$ cat src/rtl/mem_wb_stage_pkg.sv
// Shared widths, load-type encodings and the load alignment rule for the MEM/WB stage.
package mem_wb_stage_pkg;

    localparam int unsigned REG_ADDR_WIDTH = 5;
    localparam int unsigned REG_DATA_WIDTH = 32;
    localparam int unsigned LOAD_TYPE_W    = 3;

    typedef enum logic [LOAD_TYPE_W-1:0] {
        LOAD_LW  = 3'b000,
        LOAD_LB  = 3'b001,
        LOAD_LBU = 3'b010,
        LOAD_LH  = 3'b011,
        LOAD_LHU = 3'b100
    } load_type_e;

    // Bytes never misalign, halves need an even address, words (and unknown codes) need addr_lo==0.
    function automatic logic load_misaligned(input logic [LOAD_TYPE_W-1:0] load_type,
                                             input logic [1:0]             addr_lo);
        logic mis;
        case (load_type)
            LOAD_LB, LOAD_LBU: mis = 1'b0;
            LOAD_LH, LOAD_LHU: mis = addr_lo[0];
            default:           mis = (addr_lo != 2'b00);
        endcase
        return mis;
    endfunction

endpackage

$ cat src/rtl/mem_wb_stage_if.sv
// MEM-to-WB bus: MEM-side results and controls in, register-file write port and retire count out.
interface mem_wb_stage_if
    import mem_wb_stage_pkg::*;
#(
    parameter int unsigned ADDR_W = REG_ADDR_WIDTH,
    parameter int unsigned DATA_W = REG_DATA_WIDTH,
    parameter int unsigned CNT_W  = 32
);
    logic                   mem_valid;
    logic                   mem_we;
    logic [ADDR_W-1:0]      mem_waddr;
    logic [DATA_W-1:0]      mem_alu_res;
    logic                   mem_is_load;
    logic [LOAD_TYPE_W-1:0] mem_load_type;
    logic [1:0]             mem_addr_lo;
    logic [DATA_W-1:0]      mem_rdata;
    logic                   stall;
    logic                   flush;

    logic                   wb_we;
    logic [ADDR_W-1:0]      wb_waddr;
    logic [DATA_W-1:0]      wb_wdata;
    logic                   wb_valid;
    logic                   wb_misalign;
    logic [CNT_W-1:0]       retire_cnt;

    modport master (
        output mem_valid, mem_we, mem_waddr, mem_alu_res, mem_is_load,
               mem_load_type, mem_addr_lo, mem_rdata, stall, flush,
        input  wb_we, wb_waddr, wb_wdata, wb_valid, wb_misalign, retire_cnt
    );

    modport slave (
        input  mem_valid, mem_we, mem_waddr, mem_alu_res, mem_is_load,
               mem_load_type, mem_addr_lo, mem_rdata, stall, flush,
        output wb_we, wb_waddr, wb_wdata, wb_valid, wb_misalign, retire_cnt
    );

endinterface

$ cat src/rtl/mem_wb_stage_load_extend.sv
// Load data lane extraction and sign/zero extension (combinational).
// Sub-word extraction and misalignment detection are built only with WB_LOAD_EXT_EN defined;
// otherwise every load returns the raw word and never reports misalignment.
module load_extend
    import mem_wb_stage_pkg::*;
#(
    parameter int unsigned DATA_W = REG_DATA_WIDTH
) (
    input  logic [DATA_W-1:0]      rdata,
    input  logic [1:0]             addr_lo,
    input  logic [LOAD_TYPE_W-1:0] load_type,
    output logic [DATA_W-1:0]      ext_data_c,
    output logic                   misalign_c
);

`ifdef WB_LOAD_EXT_EN
    logic [7:0]  byte_sel;
    logic [15:0] half_sel;

    // Pick the addressed little-endian lane, then extend according to the load type.
    always_comb begin
        byte_sel   = rdata[7:0];
        half_sel   = rdata[15:0];
        ext_data_c = rdata;
        misalign_c = load_misaligned(load_type, addr_lo);

        case (addr_lo)
            2'd1:    byte_sel = rdata[15:8];
            2'd2:    byte_sel = rdata[23:16];
            2'd3:    byte_sel = rdata[31:24];
            default: byte_sel = rdata[7:0];
        endcase

        if (addr_lo[1]) begin
            half_sel = rdata[31:16];
        end

        case (load_type)
            LOAD_LB:  ext_data_c = {{(DATA_W-8){byte_sel[7]}}, byte_sel};
            LOAD_LBU: ext_data_c = {{(DATA_W-8){1'b0}}, byte_sel};
            LOAD_LH:  ext_data_c = {{(DATA_W-16){half_sel[15]}}, half_sel};
            LOAD_LHU: ext_data_c = {{(DATA_W-16){1'b0}}, half_sel};
            default:  ext_data_c = rdata;
        endcase
    end
`else
    logic unused_ctrl;

    // Word-only build: lane controls are not consulted.
    assign ext_data_c  = rdata;
    assign misalign_c  = 1'b0;
    assign unused_ctrl = ^{addr_lo, load_type};
`endif

endmodule

$ cat src/rtl/mem_wb_stage.sv
// MEM/WB pipeline register, register-file writeback port and retired-instruction counter.
// Optional feature macro: WB_LOAD_EXT_EN (byte/half load extraction and misalignment detection).
module mem_wb_stage
    import mem_wb_stage_pkg::*;
#(
    parameter int unsigned ADDR_W = REG_ADDR_WIDTH,
    parameter int unsigned DATA_W = REG_DATA_WIDTH,
    parameter int unsigned CNT_W  = 32
) (
    input  logic         clk,
    input  logic         rst_n,
    mem_wb_stage_if.slave bus
);

    logic                   valid_q;
    logic                   we_q;
    logic [ADDR_W-1:0]      waddr_q;
    logic [DATA_W-1:0]      alu_res_q;
    logic                   is_load_q;
    logic [LOAD_TYPE_W-1:0] load_type_q;
    logic [1:0]             addr_lo_q;
    logic [DATA_W-1:0]      rdata_q;
    logic [CNT_W-1:0]       retire_cnt_q;

    logic [DATA_W-1:0]      ext_data_c;
    logic                   ext_misalign_c;
    logic                   misalign_c;
    logic                   capture_misalign_c;
    logic                   retire_c;

    // Stage register: flush kills the entering instruction, stall holds everything.
    always_ff @(posedge clk or negedge rst_n) begin
        if (!rst_n) begin
            valid_q     <= 1'b0;
            we_q        <= 1'b0;
            waddr_q     <= '0;
            alu_res_q   <= '0;
            is_load_q   <= 1'b0;
            load_type_q <= '0;
            addr_lo_q   <= '0;
            rdata_q     <= '0;
        end else if (bus.flush) begin
            valid_q     <= 1'b0;
        end else if (!bus.stall) begin
            valid_q     <= bus.mem_valid;
            we_q        <= bus.mem_we;
            waddr_q     <= bus.mem_waddr;
            alu_res_q   <= bus.mem_alu_res;
            is_load_q   <= bus.mem_is_load;
            load_type_q <= bus.mem_load_type;
            addr_lo_q   <= bus.mem_addr_lo;
            rdata_q     <= bus.mem_rdata;
        end
    end

    // Misaligned loads are judged at capture so they never count as retired.
`ifdef WB_LOAD_EXT_EN
    assign capture_misalign_c = bus.mem_is_load & load_misaligned(bus.mem_load_type, bus.mem_addr_lo);
`else
    assign capture_misalign_c = 1'b0;
`endif

    assign retire_c = bus.mem_valid & ~bus.stall & ~bus.flush & ~capture_misalign_c;

    // Retire counter, wrapping naturally at 2^CNT_W.
    always_ff @(posedge clk or negedge rst_n) begin
        if (!rst_n) begin
            retire_cnt_q <= '0;
        end else if (retire_c) begin
            retire_cnt_q <= retire_cnt_q + CNT_W'(1);
        end
    end

    load_extend #(
        .DATA_W (DATA_W)
    ) u_load_extend (
        .rdata      (rdata_q),
        .addr_lo    (addr_lo_q),
        .load_type  (load_type_q),
        .ext_data_c (ext_data_c),
        .misalign_c (ext_misalign_c)
    );

    // Write port decoded purely from the stage register; $zero and misaligned loads never write.
    assign misalign_c      = valid_q & is_load_q & ext_misalign_c;
    assign bus.wb_misalign = misalign_c;
    assign bus.wb_valid    = valid_q;
    assign bus.wb_waddr    = waddr_q;
    assign bus.wb_wdata    = is_load_q ? ext_data_c : alu_res_q;
    assign bus.wb_we       = valid_q & we_q & (waddr_q != '0) & ~misalign_c;
    assign bus.retire_cnt  = retire_cnt_q;

endmodule
$ cat src/flat_wrapper.sv
// flat-port wrapper written by rule: the top's interface ports become plain ports
module mem_wb_stage_flat import mem_wb_stage_pkg::*;
#(
    parameter int unsigned ADDR_W = REG_ADDR_WIDTH,
    parameter int unsigned DATA_W = REG_DATA_WIDTH,
    parameter int unsigned CNT_W  = 32
)
  (clk, rst_n, bus_mem_valid, bus_mem_we, bus_mem_waddr, bus_mem_alu_res, bus_mem_is_load, bus_mem_load_type, bus_mem_addr_lo, bus_mem_rdata, bus_stall, bus_flush, bus_wb_we, bus_wb_waddr, bus_wb_wdata, bus_wb_valid, bus_wb_misalign, bus_retire_cnt);
  mem_wb_stage_if #(.ADDR_W(ADDR_W), .DATA_W(DATA_W), .CNT_W(CNT_W)) bus_i ();
  input  logic clk;
  input  logic rst_n;
  input wire logic [$bits(bus_i.mem_valid)-1:0] bus_mem_valid;
  input wire logic [$bits(bus_i.mem_we)-1:0] bus_mem_we;
  input wire logic [$bits(bus_i.mem_waddr)-1:0] bus_mem_waddr;
  input wire logic [$bits(bus_i.mem_alu_res)-1:0] bus_mem_alu_res;
  input wire logic [$bits(bus_i.mem_is_load)-1:0] bus_mem_is_load;
  input wire logic [$bits(bus_i.mem_load_type)-1:0] bus_mem_load_type;
  input wire logic [$bits(bus_i.mem_addr_lo)-1:0] bus_mem_addr_lo;
  input wire logic [$bits(bus_i.mem_rdata)-1:0] bus_mem_rdata;
  input wire logic [$bits(bus_i.stall)-1:0] bus_stall;
  input wire logic [$bits(bus_i.flush)-1:0] bus_flush;
  output wire logic [$bits(bus_i.wb_we)-1:0] bus_wb_we;
  output wire logic [$bits(bus_i.wb_waddr)-1:0] bus_wb_waddr;
  output wire logic [$bits(bus_i.wb_wdata)-1:0] bus_wb_wdata;
  output wire logic [$bits(bus_i.wb_valid)-1:0] bus_wb_valid;
  output wire logic [$bits(bus_i.wb_misalign)-1:0] bus_wb_misalign;
  output wire logic [$bits(bus_i.retire_cnt)-1:0] bus_retire_cnt;
  assign bus_i.mem_valid = bus_mem_valid;
  assign bus_i.mem_we = bus_mem_we;
  assign bus_i.mem_waddr = bus_mem_waddr;
  assign bus_i.mem_alu_res = bus_mem_alu_res;
  assign bus_i.mem_is_load = bus_mem_is_load;
  assign bus_i.mem_load_type = bus_mem_load_type;
  assign bus_i.mem_addr_lo = bus_mem_addr_lo;
  assign bus_i.mem_rdata = bus_mem_rdata;
  assign bus_i.stall = bus_stall;
  assign bus_i.flush = bus_flush;
  assign bus_wb_we = bus_i.wb_we;
  assign bus_wb_waddr = bus_i.wb_waddr;
  assign bus_wb_wdata = bus_i.wb_wdata;
  assign bus_wb_valid = bus_i.wb_valid;
  assign bus_wb_misalign = bus_i.wb_misalign;
  assign bus_retire_cnt = bus_i.retire_cnt;
  mem_wb_stage #(.ADDR_W(ADDR_W), .DATA_W(DATA_W), .CNT_W(CNT_W)) u_core (.clk(clk), .rst_n(rst_n), .bus(bus_i));
endmodule
$ cat config.mk
export PLATFORM = sky130hd
export DESIGN_NAME = mem_wb_stage_flat
export DESIGN_NICKNAME = d
export VERILOG_FILES = /design/src/rtl/mem_wb_stage_pkg.sv /design/src/rtl/mem_wb_stage_if.sv /design/src/rtl/mem_wb_stage_load_extend.sv /design/src/rtl/mem_wb_stage.sv /design/src/flat_wrapper.sv
export SDC_FILE = /design/constraint.sdc
export NUM_CORES = 1
export LEC_CHECK = 0
export ABC_CLOCK_PERIOD_IN_PS = 1600
export BUFFER_PORTS_ARGS = -buffer_cell sky130_fd_sc_hd__buf_2
export CAP_MARGIN = 5
export CORE_MARGIN = 3
export CORE_UTILIZATION = 46
export CTS_CLUSTER_SIZE = 30
export DETAILED_ROUTE_END_ITERATION = 10
export PLACE_DENSITY = 0.77
export SLEW_MARGIN = 20
export SYNTH_ARGS = -nofsm -noshare
export SYNTH_HDL_FRONTEND = slang
export SYNTH_SLANG_ARGS = --single-unit
$ cat constraint.sdc
create_clock -name clk -period 1.6 [get_ports clk]
set_input_delay 0.08 -clock clk [delete_from_list [all_inputs] [get_ports clk]]
set_output_delay 0.08 -clock clk [all_outputs]
set_load 0.05 [all_outputs]
# Yosys cells after proc, flatten, opt, wreduce, memory -nomap -nowiden
# Index checks and enable logic that the tools add are counted.
[word_totals]
ff_bits = 104
out_inout_bits = 72
word_cells = 20
[classes]
add_sub_neg = 1
n_eq_ne = 1
mux = 3
bitwise = 6
reduce_logical = 2
[ops]
columns = ["cell", "n"]
rows = [
  ["32-bit by 1-bit adder with 32-bit output, second input constant", 1],
  ["32-bit 2-to-1 mux", 1],
  ["5-bit nonzero test", 1],
  ["1-bit bitwise AND", 4],
  ["1-bit 2-to-1 mux", 2],
  ["2-bit by 1-bit != test with 1-bit output, second input constant", 1],
  ["1-bit inverter", 2],
  ["2-bit AND reduction", 1],
]

# Depth between registers and ports, before layout
# Gate-level depths: netlist of run 1.
[logic_depth]
ltp_word = 3
ltp_mapped = 6
ltp_nobuf = 5

# Hierarchy
# Synthesis of run 1 repeated with hierarchy kept, for this count alone.
[hier_totals]
cells_unflattened = 369
area_unflattened_um2 = 5022.3
[modules_own_cells]
columns = ["mod", "n_inst", "cells_each", "area_each_um2", "seq_area_each_um2"]
rows = [
  ["mem_wb_stage", 1, 335, 4770.8, 2727.6],
  ["load_extend", 1, 34, 251.5, 0.0],
]

# Least setup slack after synthesis of run 1
# OpenSTA, ideal clock, no wires.
[synth_timing]
path_type = "register to register"
start = "register u_core.retire_cnt_q[0], in the netlist u_core.bus.retire_cnt[0]"
end = "register u_core.retire_cnt_q[30], in the netlist u_core.bus.retire_cnt[30]"
setup_time_ns = 0.080
arrival_time_ns = 1.978
t_required_ns = 1.520
setup_slack_ns = -0.458
stages_incl_launch_ff = 7
n_path_buf = 1
synth_period_minus_slack_ns = 2.058
cell_sequence = "dfrtp_1 -> ha_1 -> nand2_1 -> or4_4 -> buf_6 -> nor4_4 -> xnor2_1"
[synth_between]
elab_chain_cells = 1
[synth_lines]
columns = ["item", "line_no", "text"]
rows = [
  ["from (decl)", "mem_wb_stage.sv:23", "logic [CNT_W-1:0] retire_cnt_q;"],
  ["from (signal assigned)", "mem_wb_stage.sv:70", "retire_cnt_q <= retire_cnt_q + CNT_W'(1);"],
  ["32-bit by 1-bit adder with 32-bit output", "mem_wb_stage.sv:70", ""],
]
# Every way passes these cells.
# A chain may end at the register's enable or synchronous reset.

# Worst setup path in the final report of run 1
[layout_timing]
start = "register u_core.retire_cnt_q[0], in the netlist u_core.bus.retire_cnt[0]"
end = "register u_core.retire_cnt_q[24], in the netlist u_core.bus.retire_cnt[24]"
# Same word-level chain as after synthesis.

==> summary.md, run 1 <==
| Metric | Value |
|---|---|
| Leakage | 0.00337 µW |
| CORE AREA | 9770 µm² |
| Simple logic cell fraction of the synthesized area | 0.102 |
| Synth Area in XOR/XNOR | 0.0586 |
| First-pass DRT Iterations | 6 |
| Vias | 3,669 |
| Clock Skew | 11.6 ps |
| WL final | 12,600 µm |
| Register area share after synthesis | 0.561 |
| Commonest cells after routing, fill and taps aside | buf_2, mux2_2, dfrtp_1 |
| Drt drc | 0 |
| CP startpoint | u_core.bus.retire_cnt[0] |
| Total gr overflow | 0 |
| Die Span Y | 106 µm |
| H-tree levels | 3 |
| Final period util | 1.05 |
| Fin area | 7130 µm² |
| Failing checks | negative setup slack |
| Least-Margin Pin Slew | 572 ps |
| Critical Path Fanout Max | 5 |
| Final Wtd Congestion | 0.793 |
| CP Capture Point | u_core.bus.retire_cnt[24] |
| Synth Warn # | 0 |
| Peak Freq | 593 MHz |
| CP required | 1880 ps |
| Hold crit path type | in2reg |
| Global-route wire length before repair | 19,700 µm |
| GRT Overall Usage | 0.222 |
| Worst skew pair latency | 360 ps |
| Post-synthesis cell count | 330 |
| Reg2reg setup slack | -90 ps |
| NumNets Final | 666 |
| Worst R2R Path Depth | 5 |
| ANT cells | 0 |
| Vias/cell | 5.08 |
| Minimum clock period | 1690 ps |
| Num CTS Buffers | 9 |
| Clk sinks | 104 |
| Drt first-iter violations | 91 |
| Worst r2r src | u_core.bus.retire_cnt[0] |
| Reg2reg end | u_core.bus.retire_cnt[24] |
| Status | finished with violations |
| Worst rel slew slack | 0.619 |
| Compound-gate portion of the synthesized area | 0.00216 |
| Pin count of the biggest net entering global routing | 105 |
| Number of I/O port buffers | 146 |
| Die Wd | 106 µm |
| Number of global-route vias before repair | 3,922 |
| Root buffer cell | clkbuf_8 |
| Die ar. | 11,300 µm² |
| Remaining antenna violation count after routing | 0 |
| Final Setup Violations | 15 |
| Worst EP arrival | 1970 ps |
| Setup slack after layout | -87.2 ps |
| Initial antenna violation count | 0 |
| Maximum vdd drop | 853 µV |
| Fin. max-slew vios | 0 |
| Post-DP HPWL | 7050 µm |
| DP Area | 5730 µm² |
| Startpoint Class | flop |
| Routed WL per cell | 17.5 µm |
| PD cells | 1070 nW/µm² |
| Adder-Cell Fraction of Synth Area | 0.00270 |
| FF+latch count, synth | 104 |
| Critical path type | reg2reg |
| Largest family of logic cells by synthesized area | multiplexers |
| Post-synthesis mux area share | 0.255 |
| Critical Path Sink Type | flop |
| P&R area growth vs syn | 53.9% |
| Final Hold Fails | 0 |
| Synth cell types | 32 |
| Clock-pin slew on the worst setup and hold paths | 90 ps |
| Initial core utilization | 0.474 |
| Post-synthesis average cell area | 14.1 µm² |
| Commonest non-fill, non-tap cell in the layout | buf_2 |
| Util after Layout | 0.730 |
| I/O pin count | 153 |
| Unrepaired setup endpoints after global routing | true |
| Deepest clock path buffer count | 2 |
| Num rows | 36 |
| Synthesized netlist net count | 412 |
| Share of layout cells above drive strength 1 | 0.586 |
| Maxcap violations | 0 |
| Cell Area, Synth | 4640 µm² |
| CTS tree | yes |
[metrics by stage]
| stage | power (µW) | hold WS (ps) | setup slack [ps] | setup TNS, ps | instances |
|---|---|---|---|---|---|
| after global routing | 8000 | 70.9 | -158 | -2530 | 722 |
| after floorplan | 4860 | -216 | -166 | -2200 | 330 |
| after CTS | 7590 | 47.5 | -85.3 | -332 | 712 |
| after global placement | 5490 | 190 | 4.16 | 0 | 616 |
| final | 7660 | 65.4 | -87.2 | -461 | 722 |
| after detailed placement | 5560 | 199 | -32.0 | -60.8 | 616 |
[worst max-delay path: stages, from the launching register on]
cell and delay, ps:
dfrtp_2 390, ha_4 170, nand2_4 50, or4_4 620
nor3_4 170, xor2_1 190
[kinds of logic after synthesis]
logic type | Yosys count
AOI/OAI and AO/OA | 1
xor gates and xnor gates | 31
adders and majority gates | 1
buffers and inverters | 19
DFF | 104
muxes | 105
other | 1
and+or+nand+nor | 68
[worst min-delay path by stage]
| stage | startpoint | cells after the start | endpoint |
|---|---|---|---|
| 2_1_floorplan | rst_n | 0 | u_core.alu_res_q[0] |
| 3_3_place_gp | rst_n | 2 | u_core.bus.retire_cnt[10] |
| 3_5_place_dp | rst_n | 2 | u_core.bus.retire_cnt[10] |
| 4_1_cts | bus_mem_valid | 3 | u_core.bus.wb_valid |
| 5_1_grt | bus_mem_valid | 3 | u_core.bus.wb_valid |
| 6_report | bus_mem_valid | 3 | u_core.bus.wb_valid |
[cell type report]
cell class                      count  area, µm²
Fill cell                         616       2640
Clock inverter                      2       12.5
Multi-Input combinational cell    208       2070
Timing Repair Buffer              256       2060
Inverter                            5       18.8
Sequential cell                   104       2630
Tap cell                          133        166
Clock buffer                       14        173
[timing repair]
item / in CTS / in global routing
setup endpoints to repair: 39 / 49
endpoints found under the hold margin: 176 / 0
buffers inserted: 4 / 11
hold buffers: 73 / 0
pin swaps: 0 / 26
gates cloned: 3 / 0
resized for setup: 71 / 31
[per-layer routing]
metal	share of wire	GRT usage	vias to the layer above
li1	-	-	1674
met2	0.52	0.371	138
met1	0.40	0.278	1834
met4	0.024	0.0749	0
met5	0	0	-
met3	0.060	0.0613	23
[cells in the mapped netlist (all sizes together)]
| master | count | share of area |
|---|---|---|
| or3b | 1 | 0.0019 |
| and2 | 2 | 0.0027 |
| nand2 | 9 | 0.0073 |
| buf | 2 | 0.0040 |
| nor3b | 2 | 0.0043 |
| nor4 | 3 | 0.011 |
| or3 | 2 | 0.0027 |
| xnor2 | 17 | 0.032 |
| or2 | 1 | 0.0014 |
| nand4bb | 1 | 0.0059 |
| inv | 5 | 0.0040 |
| and3 | 2 | 0.0027 |
| mux2 | 104 | 0.25 |
| nor2 | 8 | 0.0065 |
| mux2i | 1 | 0.0022 |
| xor2 | 14 | 0.026 |
| nand3 | 11 | 0.013 |
| conb | 1 | 0.00081 |
| o311a | 1 | 0.0022 |
| nand4 | 12 | 0.016 |
| ha | 1 | 0.0027 |
| or4 | 2 | 0.0040 |
| and4 | 3 | 0.0057 |
| dfrtp | 104 | 0.56 |
| nor3 | 9 | 0.017 |
| clkbuf | 12 | 0.0097 |
[registers in the layout, summed over array words and instances, names as in the netlist]
register / cells
u_core.alu_res_q: 32
u_core.bus.wb_waddr: 5
u_core.bus.retire_cnt: 32
u_core.bus.wb_valid: 1
u_core.rdata_q: 32
u_core.is_load_q: 1
u_core.we_q: 1
[power by group]
part           switching (µW)  internal [µW]
sequential                218           2970
clock                     872            695
combinational            1640           1260
total                    2730           4930
Power figures use the tool's default switching activity.
==> inputs of run 2 (changes only) <==
CORE_UTILIZATION = 47   (was 46)
CTS_BUF_LIST = sky130_fd_sc_hd__clkbuf_4 sky130_fd_sc_hd__clkbuf_8   (was not set)
PLACE_DENSITY = 0.78   (was 0.77)
SETUP_SLACK_MARGIN = 0.15   (was not set)
==> run 2 against run 1 <==
Compared with the run above: the run still ends with negative setup slack left; highest routed layer unchanged; global-route usage rose by 1.3 points; register-to-register slack improved by 30 ps; count of clock-buffer cells in the layout shrank 3.
==> summary.md, run 2 (same netlist as run 1, synthesis figures left out) <==
| Metric | Value |
|---|---|
| Clock Skew | 12.0 ps (was 11.6 ps) |
| CP startpoint | u_core.bus.wb_waddr[1] (was u_core.bus.retire_cnt[0]) |
| Status | finished with violations (unchanged) |
| ANT cells | 0 (unchanged) |
| Commonest cells after routing, fill and taps aside | buf_2, dfrtp_1, dlygate4sd3_1 (was buf_2, mux2_2, dfrtp_1) |
| Fin. max-slew vios | 0 (unchanged) |
| Maxcap violations | 0 (unchanged) |
| Critical Path Sink Type | output pin (was flop) |
| Total negative slack | -488 ps (was -461 ps) |
| Worst EP arrival | 1600 ps (was 1970 ps) |
| Drt drc | 0 (unchanged) |
| Peak Freq | 594 MHz (was 593 MHz) |
| Hold crit path type | in2reg (unchanged) |
| Util after Layout | 0.781 (was 0.730) |
| Global-route wire length before repair | 20,700 µm (was 19,700 µm) |
| Initial core utilization | 0.492 (was 0.474) |
| Die Span Y | 105 µm (was 106 µm) |
| Sequential Power Share | 0.407 (was 0.417) |
| CORE AREA | 9420 µm² (was 9770 µm²) |
| PD cells | 1080 nW/µm² (was 1070 nW/µm²) |
| Share of layout cells above drive strength 1 | 0.613 (was 0.586) |
| Final Hold Fails | 0 (unchanged) |
| Net Switching | 2800 µW (was 2730 µW) |
| Final Setup Violations | 15 (unchanged) |
| Startpoint Class | flop (unchanged) |
| Critical Path Fanout Max | 2 (was 5) |
| Vias/cell | 5.20 (was 5.08) |
| Final Wtd Congestion | 0.844 (was 0.793) |
| CP required | 1520 ps (was 1880 ps) |
| Number of global-route vias before repair | 4,068 (was 3,922) |
| Num CTS Buffers | 9 (unchanged) |
| Clock share of power | 0.211 (was 0.205) |
| Remaining antenna violation count after routing | 0 (unchanged) |
| NumNets Final | 664 (was 666) |
| Vias | 3,716 (was 3,669) |
| Leakage | 0.00352 µW (was 0.00337 µW) |
| Num rows | 35 (was 36) |
| Post-DP HPWL | 7520 µm (was 7050 µm) |
| CTS tree | yes (unchanged) |
| Deepest clock path buffer count | 2 (unchanged) |
| WL final | 12,900 µm (was 12,600 µm) |
| Hold_sp | bus_mem_valid (unchanged) |
| Die Wd | 105 µm (was 106 µm) |
| Final period util | 1.05 (about the same) |
| Worst r2r src | u_core.bus.retire_cnt[10] (was u_core.bus.retire_cnt[0]) |
| Area occupied by multi-input gates | 2290 µm² (was 2070 µm²) |
| Failing checks | negative setup slack (unchanged) |
| Number of I/O port buffers | 146 (unchanged) |
| Tot Pwr | 7910 µW (was 7660 µW) |
| GRT Overall Usage | 0.235 (was 0.222) |
| Die ar. | 11,100 µm² (was 11,300 µm²) |
| Switching Fraction | 0.353 (was 0.357) |
| Unrepaired setup endpoints after global routing | true (unchanged) |
| Layout fillers | 516 (was 616) |
| Crit path max-delay cell type | dfrtp_2 (was or4_4) |
| Pin count of the biggest net entering global routing | 42 (was 105) |
| H-tree levels | 3 (unchanged) |
| DP Area | 5760 µm² (was 5730 µm²) |
| Clock-pin slew on the worst setup and hold paths | 90 ps (about the same) |
| Critical path type | reg2out (was reg2reg) |
| Clk sinks | 104 (unchanged) |
| P&R area growth vs syn | 58.5% (was 53.9%) |
| Total gr overflow | 0 (unchanged) |
| Register area | 2630 µm² (about the same) |
| Comb power frac | 0.381 (was 0.379) |
| Placed Cells | 611 (was 616) |
| CP peak stage delay | 410 ps (was 620 ps) |
| Maximum vdd drop | 953 µV (was 853 µV) |
| Initial antenna violation count | 0 (unchanged) |
| Minimum clock period | 1680 ps (was 1690 ps) |
| CP Cell Sequence | or3_4 > o311a_4 > buf_8 (was ha_4 > nand2_4 > or4_4 > nor3_4 > xor2_1) |
| Commonest non-fill, non-tap cell in the layout | buf_2 (unchanged) |
| Drt first-iter violations | 98 (was 91) |
| Setup slack after layout | -83.4 ps (was -87.2 ps) |
| Fin area | 7350 µm² (was 7130 µm²) |
| Final instance count without filler cells | 715 (was 722) |
| First-pass DRT Iterations | 4 (was 6) |
| Routed WL per cell | 18.1 µm (was 17.5 µm) |
| Root buffer cell | clkbuf_8 (unchanged) |
| I/O pin count | 153 (unchanged) |
| Worst skew pair latency | 360 ps (about the same) |
| P_int | 5120 µW (was 4930 µW) |
[run 2: metal layers]
metal | up-vias | share of wire | global-route usage
met2 | 142 | 0.52 | 0.420
met5 | - | 0 | 0
met3 | 24 | 0.065 | 0.0741
met1 | 1862 | 0.40 | 0.274
li1 | 1688 | - | -
met4 | 0 | 0.018 | 0.0572
[run 2: repair_timing]
item,in CTS,in global routing
cloned,2,1
setup buffers,7,6
hold endpoints to repair,170,0
pin swaps,10,26
setup endpoints to repair,52,57
gates resized for setup,113,25
hold buffers,73,0
[run 2: power by group through the flow]
| stage | logic, µW | clock network [µW] | registers, µW |
|---|---|---|---|
| final | 3020 | 1670 | 3220 |
| after global routing | 3160 | 1790 | 3260 |
| after CTS | 2950 | 1700 | 3200 |
| after detailed placement | 2330 | 0 | 3240 |
| after global placement | 2270 | 0 | 3210 |
| after floorplan | 1340 | 0 | 3520 |
[run 2: through the flow]
stage	setup slack, ps	hold WS (ps)
after global routing	-138	65.5
after floorplan	-166	-216
final	-83.4	56.8
after CTS	-101	50.5
after global placement	8.96	9.63
after detailed placement	-33.1	13.5
[run 2: worst max-delay path: cells and delay by family, from the launching register on]
kind | cells | cell delay [ps]
flops | 1 | 410
buf+inv | 1 | 150
compound gates | 1 | 310
simple gates | 1 | 380
[run 2: worst paths after layout]
kind,end,cells past startpoint,slack (ps)
max,bus_wb_we,3,-80
min,u_core.bus.wb_valid,3,60
max reg2reg,u_core.bus.retire_cnt[23],5,-60
min reg2reg,u_core.bus.retire_cnt[31],1,480
max in group asynchronous,u_core.bus.wb_waddr[3],3,870
min in group asynchronous,u_core.bus.retire_cnt[5],2,160
[run 2: area by class of cell]
type                            count  share of cell area
Clock inverter                      4             0.00749
Clock buffer                       11              0.0197
Inverter                            5             0.00255
Sequential cell                   104               0.358
Tap cell                          129              0.0220
Timing Repair Buffer              254               0.278
Multi-Input combinational cell    208               0.312
